## src/rtl/time_set_input.sv

```systemverilog
// Button-driven mm:ss time entry: debounced SET/UP/DOWN, minute/second edit FSM, inactivity abort.
// Optional auto-repeat on held UP/DOWN is built when TIME_SET_AUTO_REPEAT_EN is defined.
module time_set_input #(
  parameter int DEBOUNCE_MS     = 20,
  parameter int REPEAT_DELAY_MS = 500,
  parameter int REPEAT_RATE_MS  = 100,
  parameter int TIMEOUT_MS      = 10000
) (
  input  logic        CLOCK_1ms,
  input  logic        RESET,
  input  logic        BTN_SET,
  input  logic        BTN_UP,
  input  logic        BTN_DOWN,
  input  logic [11:0] load_time,
  output logic [11:0] Time,
  output logic        editing,
  output logic [1:0]  edit_field,
  output logic        done
);

  localparam int unsigned DB_W = $clog2(DEBOUNCE_MS + 1);
  localparam int unsigned TO_W = $clog2(TIMEOUT_MS + 1);

  if (REPEAT_RATE_MS < 1 || REPEAT_RATE_MS > REPEAT_DELAY_MS || DEBOUNCE_MS < 1 || TIMEOUT_MS < 2)
  begin : g_param_check
    $error("time_set_input: inconsistent timing parameters");
  end

  typedef enum logic [1:0] {IDLE, EDIT_MIN, EDIT_SEC} state_t;

  state_t          state, state_n;
  logic [2:0]      raw, sync1, sync2, level, level_d, press;
  logic [DB_W-1:0] db_cnt [3];
  logic [TO_W-1:0] to_cnt;
  logic [6:0]      min_r, saved_min, ld_min;
  logic [5:0]      sec_r, saved_sec, ld_sec;
  logic [12:0]     ld_clamp;
  logic            ev_set, ev_up, ev_down, act, timed_out, commit_q;
  logic            editing_c;
  logic [1:0]      field_c;
  logic [11:0]     time_c;

  // bit 0 = SET, bit 1 = UP, bit 2 = DOWN
  assign raw = {BTN_DOWN, BTN_UP, BTN_SET};

  always_ff @(posedge CLOCK_1ms or posedge RESET) begin
    if (RESET) begin
      sync1   <= '0;
      sync2   <= '0;
      level   <= '0;
      level_d <= '0;
      for (int unsigned i = 0; i < 3; i++) db_cnt[i] <= '0;
    end else begin
      sync1   <= raw;
      sync2   <= sync1;
      level_d <= level;
      for (int unsigned i = 0; i < 3; i++) begin
        if (sync2[i] == level[i]) begin
          db_cnt[i] <= '0;
        end else if (db_cnt[i] == DB_W'(DEBOUNCE_MS - 1)) begin
          level[i]  <= sync2[i];
          db_cnt[i] <= '0;
        end else begin
          db_cnt[i] <= db_cnt[i] + DB_W'(1);
        end
      end
    end
  end

  assign press  = level & ~level_d;
  assign ev_set = press[0];

`ifdef TIME_SET_AUTO_REPEAT_EN
  localparam int unsigned RP_W = $clog2(REPEAT_DELAY_MS + 1);

  logic [RP_W-1:0] rp_cnt [2];
  logic [1:0]      rep;

  // Counter value equals cycles held since the press pulse; after the first repeat it
  // reloads so the next hit on REPEAT_DELAY_MS lands REPEAT_RATE_MS cycles later.
  always_comb begin
    rep = '0;
    for (int unsigned i = 0; i < 2; i++)
      rep[i] = level[i+1] && (state != IDLE) && (rp_cnt[i] == RP_W'(REPEAT_DELAY_MS));
  end

  always_ff @(posedge CLOCK_1ms or posedge RESET) begin
    if (RESET) begin
      for (int unsigned i = 0; i < 2; i++) rp_cnt[i] <= '0;
    end else begin
      for (int unsigned i = 0; i < 2; i++) begin
        if (!level[i+1] || state == IDLE || state_n != state)
          rp_cnt[i] <= '0;
        else if (rep[i])
          rp_cnt[i] <= RP_W'(REPEAT_DELAY_MS - REPEAT_RATE_MS + 1);
        else
          rp_cnt[i] <= rp_cnt[i] + RP_W'(1);
      end
    end
  end

  assign ev_up   = press[1] | rep[0];
  assign ev_down = press[2] | rep[1];
`else
  assign ev_up   = press[1];
  assign ev_down = press[2];
`endif

  assign act       = ev_set | ev_up | ev_down;
  assign timed_out = (state != IDLE) && !act && (to_cnt == TO_W'(TIMEOUT_MS - 1));

  assign ld_clamp = ({1'b0, load_time} > 13'd5999) ? 13'd5999 : {1'b0, load_time};
  assign ld_min   = 7'(ld_clamp / 13'd60);
  assign ld_sec   = 6'(ld_clamp % 13'd60);

  always_ff @(posedge CLOCK_1ms or posedge RESET) begin
    if (RESET) state <= IDLE;
    else       state <= state_n;
  end

  always_comb begin
    state_n = state;
    case (state)
      IDLE:     if (ev_set) state_n = EDIT_MIN;
      EDIT_MIN: if (ev_set) state_n = EDIT_SEC; else if (timed_out) state_n = IDLE;
      EDIT_SEC: if (ev_set || timed_out) state_n = IDLE;
      default:  state_n = IDLE;
    endcase
  end

  always_comb begin
    editing_c = (state == EDIT_MIN) || (state == EDIT_SEC);
    case (state)
      EDIT_MIN: field_c = 2'b01;
      EDIT_SEC: field_c = 2'b10;
      default:  field_c = 2'b00;
    endcase
    time_c = 12'(min_r) * 12'd60 + 12'(sec_r);
  end

  // SET outranks UP/DOWN; UP with DOWN cancels but still counts as activity.
  always_ff @(posedge CLOCK_1ms or posedge RESET) begin
    if (RESET) begin
      min_r     <= '0;
      sec_r     <= '0;
      saved_min <= '0;
      saved_sec <= '0;
      to_cnt    <= '0;
      commit_q  <= 1'b0;
    end else begin
      commit_q <= (state == EDIT_SEC) && ev_set;
      if (state_n == IDLE || state_n != state || act) to_cnt <= '0;
      else                                             to_cnt <= to_cnt + TO_W'(1);
      if (state == IDLE) begin
        if (ev_set) begin
          min_r     <= ld_min;
          sec_r     <= ld_sec;
          saved_min <= ld_min;
          saved_sec <= ld_sec;
        end
      end else if (!ev_set) begin
        if (timed_out) begin
          min_r <= saved_min;
          sec_r <= saved_sec;
        end else if (state == EDIT_MIN && (ev_up ^ ev_down)) begin
          if (ev_up) min_r <= (min_r == 7'd99) ? 7'd0 : min_r + 7'd1;
          else       min_r <= (min_r == 7'd0) ? 7'd99 : min_r - 7'd1;
        end else if (state == EDIT_SEC && (ev_up ^ ev_down)) begin
          if (ev_up) sec_r <= (sec_r == 6'd59) ? 6'd0 : sec_r + 6'd1;
          else       sec_r <= (sec_r == 6'd0) ? 6'd59 : sec_r - 6'd1;
        end
      end
    end
  end

  always_ff @(posedge CLOCK_1ms or posedge RESET) begin
    if (RESET) begin
      Time       <= '0;
      editing    <= 1'b0;
      edit_field <= 2'b00;
      done       <= 1'b0;
    end else begin
      Time       <= time_c;
      editing    <= editing_c;
      edit_field <= field_c;
      done       <= commit_q;
    end
  end

endmodule

```

## config.mk

```make
export PLATFORM = sky130hd
export DESIGN_NAME = time_set_input
export DESIGN_NICKNAME = d
export VERILOG_FILES = /design/src/rtl/time_set_input.sv
export SDC_FILE = /design/constraint.sdc
export NUM_CORES = 1
export LEC_CHECK = 0
export ABC_AREA = 0
export BUFFER_PORTS_ARGS = -buffer_cell sky130_fd_sc_hd__buf_2
export CAP_MARGIN = 20
export CORE_ASPECT_RATIO = 1.4
export CORE_MARGIN = 2
export CORE_UTILIZATION = 60
export CTS_BUF_LIST = sky130_fd_sc_hd__clkbuf_8
export DETAILED_ROUTE_END_ITERATION = 10
export GPL_TIMING_DRIVEN = 0
export MAX_ROUTING_LAYER = met4
export PLACE_DENSITY = 0.82
export SLEW_MARGIN = 40
export SYNTH_ARGS = -nofsm -noshare
export SYNTH_HDL_FRONTEND = slang
export SYNTH_SLANG_ARGS = --single-unit
export TNS_END_PERCENT = 20
```

## constraint.sdc

```tcl
create_clock -name CLOCK_1ms -period 6.27 [get_ports CLOCK_1ms]
set_input_delay 0 -clock CLOCK_1ms [delete_from_list [all_inputs] [get_ports CLOCK_1ms]]
set_output_delay 0 -clock CLOCK_1ms [all_outputs]
set_load 0.02 [all_outputs]
```

==> summary.txt <==
Status
  • Result of the run: finished clean

Setup path
  • Top cell family by delay on the critical path: adder cells
  • Type of the setup path with the least slack: reg2reg
  • Worst reg2reg endpoint: Time[11]
  • Worst Path Max Fanout: 8
  • Chain of cells forming the critical path: fa_1 -> inv_1 -> fa_1 -> fa_1 -> inv_1 -> ha_1 -> nor2b_1 -> o21a_1 -> and3_1 -> nand3_1 -> xnor2_1 -> xnor2_1
  • Path depth of the worst reg2reg path: 12
  • Cell at the slowest stage of the critical path: sky130_fd_sc_hd__fa_1
  • Required time of the critical path: 6.51 ns
  • Most common cell on crit path: sky130_fd_sc_hd__fa_1
  • Delay of the slowest critical-path stage: 0.57 ns
  • CP Data Arrival Time: 3.72 ns
  • Worst Path Buf+Inv: 2
  • Kind of start point of the critical path: flop
  • Reg-to-reg critical path startpoint: min_r[2]
  • Setup slack of the worst register-to-register path: 2.80 ns
  • Worst setup EP type: flop

STA
  • Tightest slew margin relative to the limit: 0.553
  • Setup violation total in the final timing report: 0
  • Hold violation total from the final report: 0
  • Slew @ Worst Pin: 0.669 ns
  • Total negative slack: 0 ns
  • Final period util: 0.554
  • Final-report max-slew violation count: 0
  • Max frequency: 0.288 GHz
  • RSZ-0062 raised after global routing: no
  • Clock period minus worst slack: 3.47 ns
  • Clock Skew: 0.0103 ns

Global route
  • Initial antenna violation count: 0
  • Overflow left after global routing: 0
  • Global-route wire length before repair: 20900 µm
  • Via count of the first global-routing pass: 4758
  • Maximum number of pins on one net before global-route repair: 48
  • Overall track demand over capacity in global routing: 0.248

Detailed routing
  • Vias after detailed routing: 4917
  • Antenna-violating nets left: 0
  • Pre-antenna DRT Iters: 5
  • Final routed wirelength across all metal layers: 12400 µm
  • DRC: 0
  • Via count normalized by instance count: 5.93
  • Detail Route met3 WL: 430 µm
  • Highest Signal Layer: met4
  • Amount of wire on met2 after detailed routing: 6480 µm
  • Routed length per instance: 14.9 µm
  • DRC marker count from the first detailed-route iteration: 308
  • Length of routed wiring on met1: 5210 µm

Run
  • MaxCap Viol Count: 0

Cells and area
  • Fin nets: 757
  • Layout cells sized above 1: 0.122
  • Commonest non-fill, non-tap cells in the layout: 86 x sky130_fd_sc_hd__dfrtp_1, 57 x sky130_fd_sc_hd__nand2_1, 57 x sky130_fd_sc_hd__nor2_1
  • Fill count: 797
  • Final instance area: 6560 µm²
  • Leading cell type in the layout, fill and taps excluded: sky130_fd_sc_hd__dfrtp_1
  • Number of diodes added for antenna fixing: 0
  • Area growth syn-to-layout: 10.1%
  • Core occupancy in the finished layout: 0.670

Power
  • Largest vdd supply drop: 0.109 mV
  • Clock network fraction of total power: 0.337
  • Static power due to leakage: 2.86 nW
  • Logic pwr share: 0.152
  • Net Switching: 0.299 mW
  • Power per standard cell area: 169 nW/µm²
  • Switching share of power: 0.270
  • Int Power: 0.808 mW
  • Share of power burned in registers: 0.511

Hold path
  • Worst hold path stage count: 4
  • Class of the worst hold path: in2reg
  • Hold endpoint: saved_min[6]
  • Worst hold path startpoint: load_time[11]

Clock network
  • H-tree levels: 3
  • CTS buffer count: 9
  • Clock edge transition at the registers on the reported setup and hold paths: 0.07 ns
  • CTS tree: built
  • Clock network latency to the later pin of the worst-skew pair: 0.36 ns
  • Clock Path Buffers: 2
  • Number of clock sinks seen by CTS: 86
  • Buffers inserted during post-CTS setup optimization: 0
  • Root buffer cell: sky130_fd_sc_hd__clkbuf_8

Floorplanning
  • Placeable Area: 9790 µm²
  • Die span in x: 88.2 µm
  • Overall die area: 10700 µm²
  • Die Y: 122 µm
  • Number of ports placed on the die boundary: 33
  • Starting density of the core: 0.608
  • Row Count: 43

Yosys
  • Syn nets: 710
  • Proportion of synthesized chip area in sequential cells: 0.361
  • Dominant cells by area after synthesis: sky130_fd_sc_hd__dfrtp_1 36%, sky130_fd_sc_hd__ha_1 8.2%, sky130_fd_sc_hd__xnor2_1 4.7%, sky130_fd_sc_hd__fa_1 4.0%, sky130_fd_sc_hd__nand2_1 3.6%
  • Synth warn: 0
  • Yosys reg bits: 86
  • Synthesized cell area: 5950 µm²
  • Unique masters post-synth: 78
  • Fraction of registers with async set or reset after synthesis: 1.00
  • Share of the synthesized area in the top cell type: 0.361
  • Top cell type by total area after synthesis: sky130_fd_sc_hd__dfrtp_1
  • Per-instance average area after synthesis: 9.27 µm²
  • Count of flip-flops with a built-in enable after synthesis: 0
  • Commonest register cell after synthesis: sky130_fd_sc_hd__dfrtp_1
  • Number of instances in the synthesized netlist: 642

Placement
  • Total of buffers placed on input and output ports: 29
  • Post-DP HPWL: 9480 µm
  • GPL Wtd Cong: 0.920
  • Post-DP Area: 6310 µm²
-- sequential cells by signal, summed over array words and instances (netlist names) --
name        count
state           2
level           3
edit_field      2
sync1           3
Time           12
level_d         3
to_cnt         14
db_cnt         15
done            1
saved_min       7
editing         1
sec_r           6
saved_sec       6
commit_q        1
sync2           3
min_r           7
-- synthesized netlist by cell type, types with 6 or more instances --
master,count
sky130_fd_sc_hd__o211ai_1,8
sky130_fd_sc_hd__inv_1,39
sky130_fd_sc_hd__o21ai_0,35
sky130_fd_sc_hd__xor2_1,9
sky130_fd_sc_hd__xnor2_1,32
sky130_fd_sc_hd__ha_1,39
sky130_fd_sc_hd__a21o_1,14
sky130_fd_sc_hd__a211oi_1,7
sky130_fd_sc_hd__nand2_1,57
sky130_fd_sc_hd__and3_1,10
sky130_fd_sc_hd__nor3_1,14
sky130_fd_sc_hd__nand4_1,6
sky130_fd_sc_hd__a31oi_1,7
sky130_fd_sc_hd__nand3_1,19
sky130_fd_sc_hd__clkbuf_1,15
sky130_fd_sc_hd__a21oi_1,40
sky130_fd_sc_hd__nand2b_1,7
sky130_fd_sc_hd__nor2_1,57
sky130_fd_sc_hd__mux2_2,10
sky130_fd_sc_hd__nor2b_1,7
sky130_fd_sc_hd__dfrtp_1,86
sky130_fd_sc_hd__fa_1,12
-- layout make-up --
| type | instances | area [µm²] | share of cell area |
|---|---|---|---|
| inverters | 40 | 155 | 0.0237 |
| clock inverters | 7 | 67.6 | 0.0103 |
| plain buffers | 23 | 113 | 0.0172 |
| flip-flops and latches | 86 | 2150 | 0.328 |
| well taps | 135 | 169 | 0.0258 |
| repair buffers | 36 | 233 | 0.0355 |
| multi-input cells | 493 | 3550 | 0.541 |
| clock buffers | 9 | 124 | 0.0189 |
-- worst reg2reg max path, stage by stage, from the launching register on --
cell and delay (ns):
sky130_fd_sc_hd__dfrtp_1 0.52, sky130_fd_sc_hd__fa_1 0.57, sky130_fd_sc_hd__inv_1 0.06, sky130_fd_sc_hd__fa_1 0.48, sky130_fd_sc_hd__fa_1 0.50, sky130_fd_sc_hd__inv_1 0.05, sky130_fd_sc_hd__ha_1 0.32, sky130_fd_sc_hd__nor2b_1 0.15
sky130_fd_sc_hd__o21a_1 0.16, sky130_fd_sc_hd__and3_1 0.20, sky130_fd_sc_hd__nand3_1 0.10, sky130_fd_sc_hd__xnor2_1 0.15, sky130_fd_sc_hd__xnor2_1 0.13
-- routing by layer --
metal	global-route usage	vias to the layer above
met1	0.281	2383
met2	0.427	120
li1	-	2388
met4	0.0909	0
met3	0.0515	26
met5	-	-
-- worst max-delay path by stage --
stage	endpoint	startpoint	slack, ns	cells past startpoint
finish	Time[11]	min_r[2]	2.80	12
global route	Time[11]	min_r[2]	2.59	13
CTS	Time[11]	min_r[2]	2.77	12
detailed placement	Time[11]	min_r[2]	2.80	12
global placement	Time[11]	min_r[2]	2.90	12
floorplan	Time[11]	min_r[2]	3.05	12
-- power by group through the flow --
stage / logic, mW / registers (mW) / clock network (mW)
global route: 0.186 / 0.566 / 0.405
finish: 0.168 / 0.566 / 0.373
global placement: 0.156 / 0.576 / 0
floorplan: 0.126 / 0.575 / 0
CTS: 0.167 / 0.565 / 0.381
detailed placement: 0.163 / 0.577 / 0
-- stage by stage --
stage	worst slack, ns	hold WS [ns]	power (mW)	instances
after global placement	2.90	0.110	0.732	806
after floorplan	3.05	0.0314	0.702	642
final	2.80	0.138	1.11	829
after global routing	2.59	0.169	1.16	829
after CTS	2.77	0.125	1.11	829
after detailed placement	2.80	0.0268	0.739	807
-- cells by family after synthesis --
logic type	count (synthesis)	share of synthesized area
xor+xnor	41	0.0603
buf+inv	63	0.0441
flops	86	0.361
fa+ha+maj	51	0.122
compound gates	180	0.214
mux	13	0.0290
simple gates	208	0.169
-- repair_timing --
item	4_1_cts	5_1_grt
hold buffers	6	0
hold endpoints to repair	75	0
gates resized for setup	0	0
(Power assumes the default switching activity.)
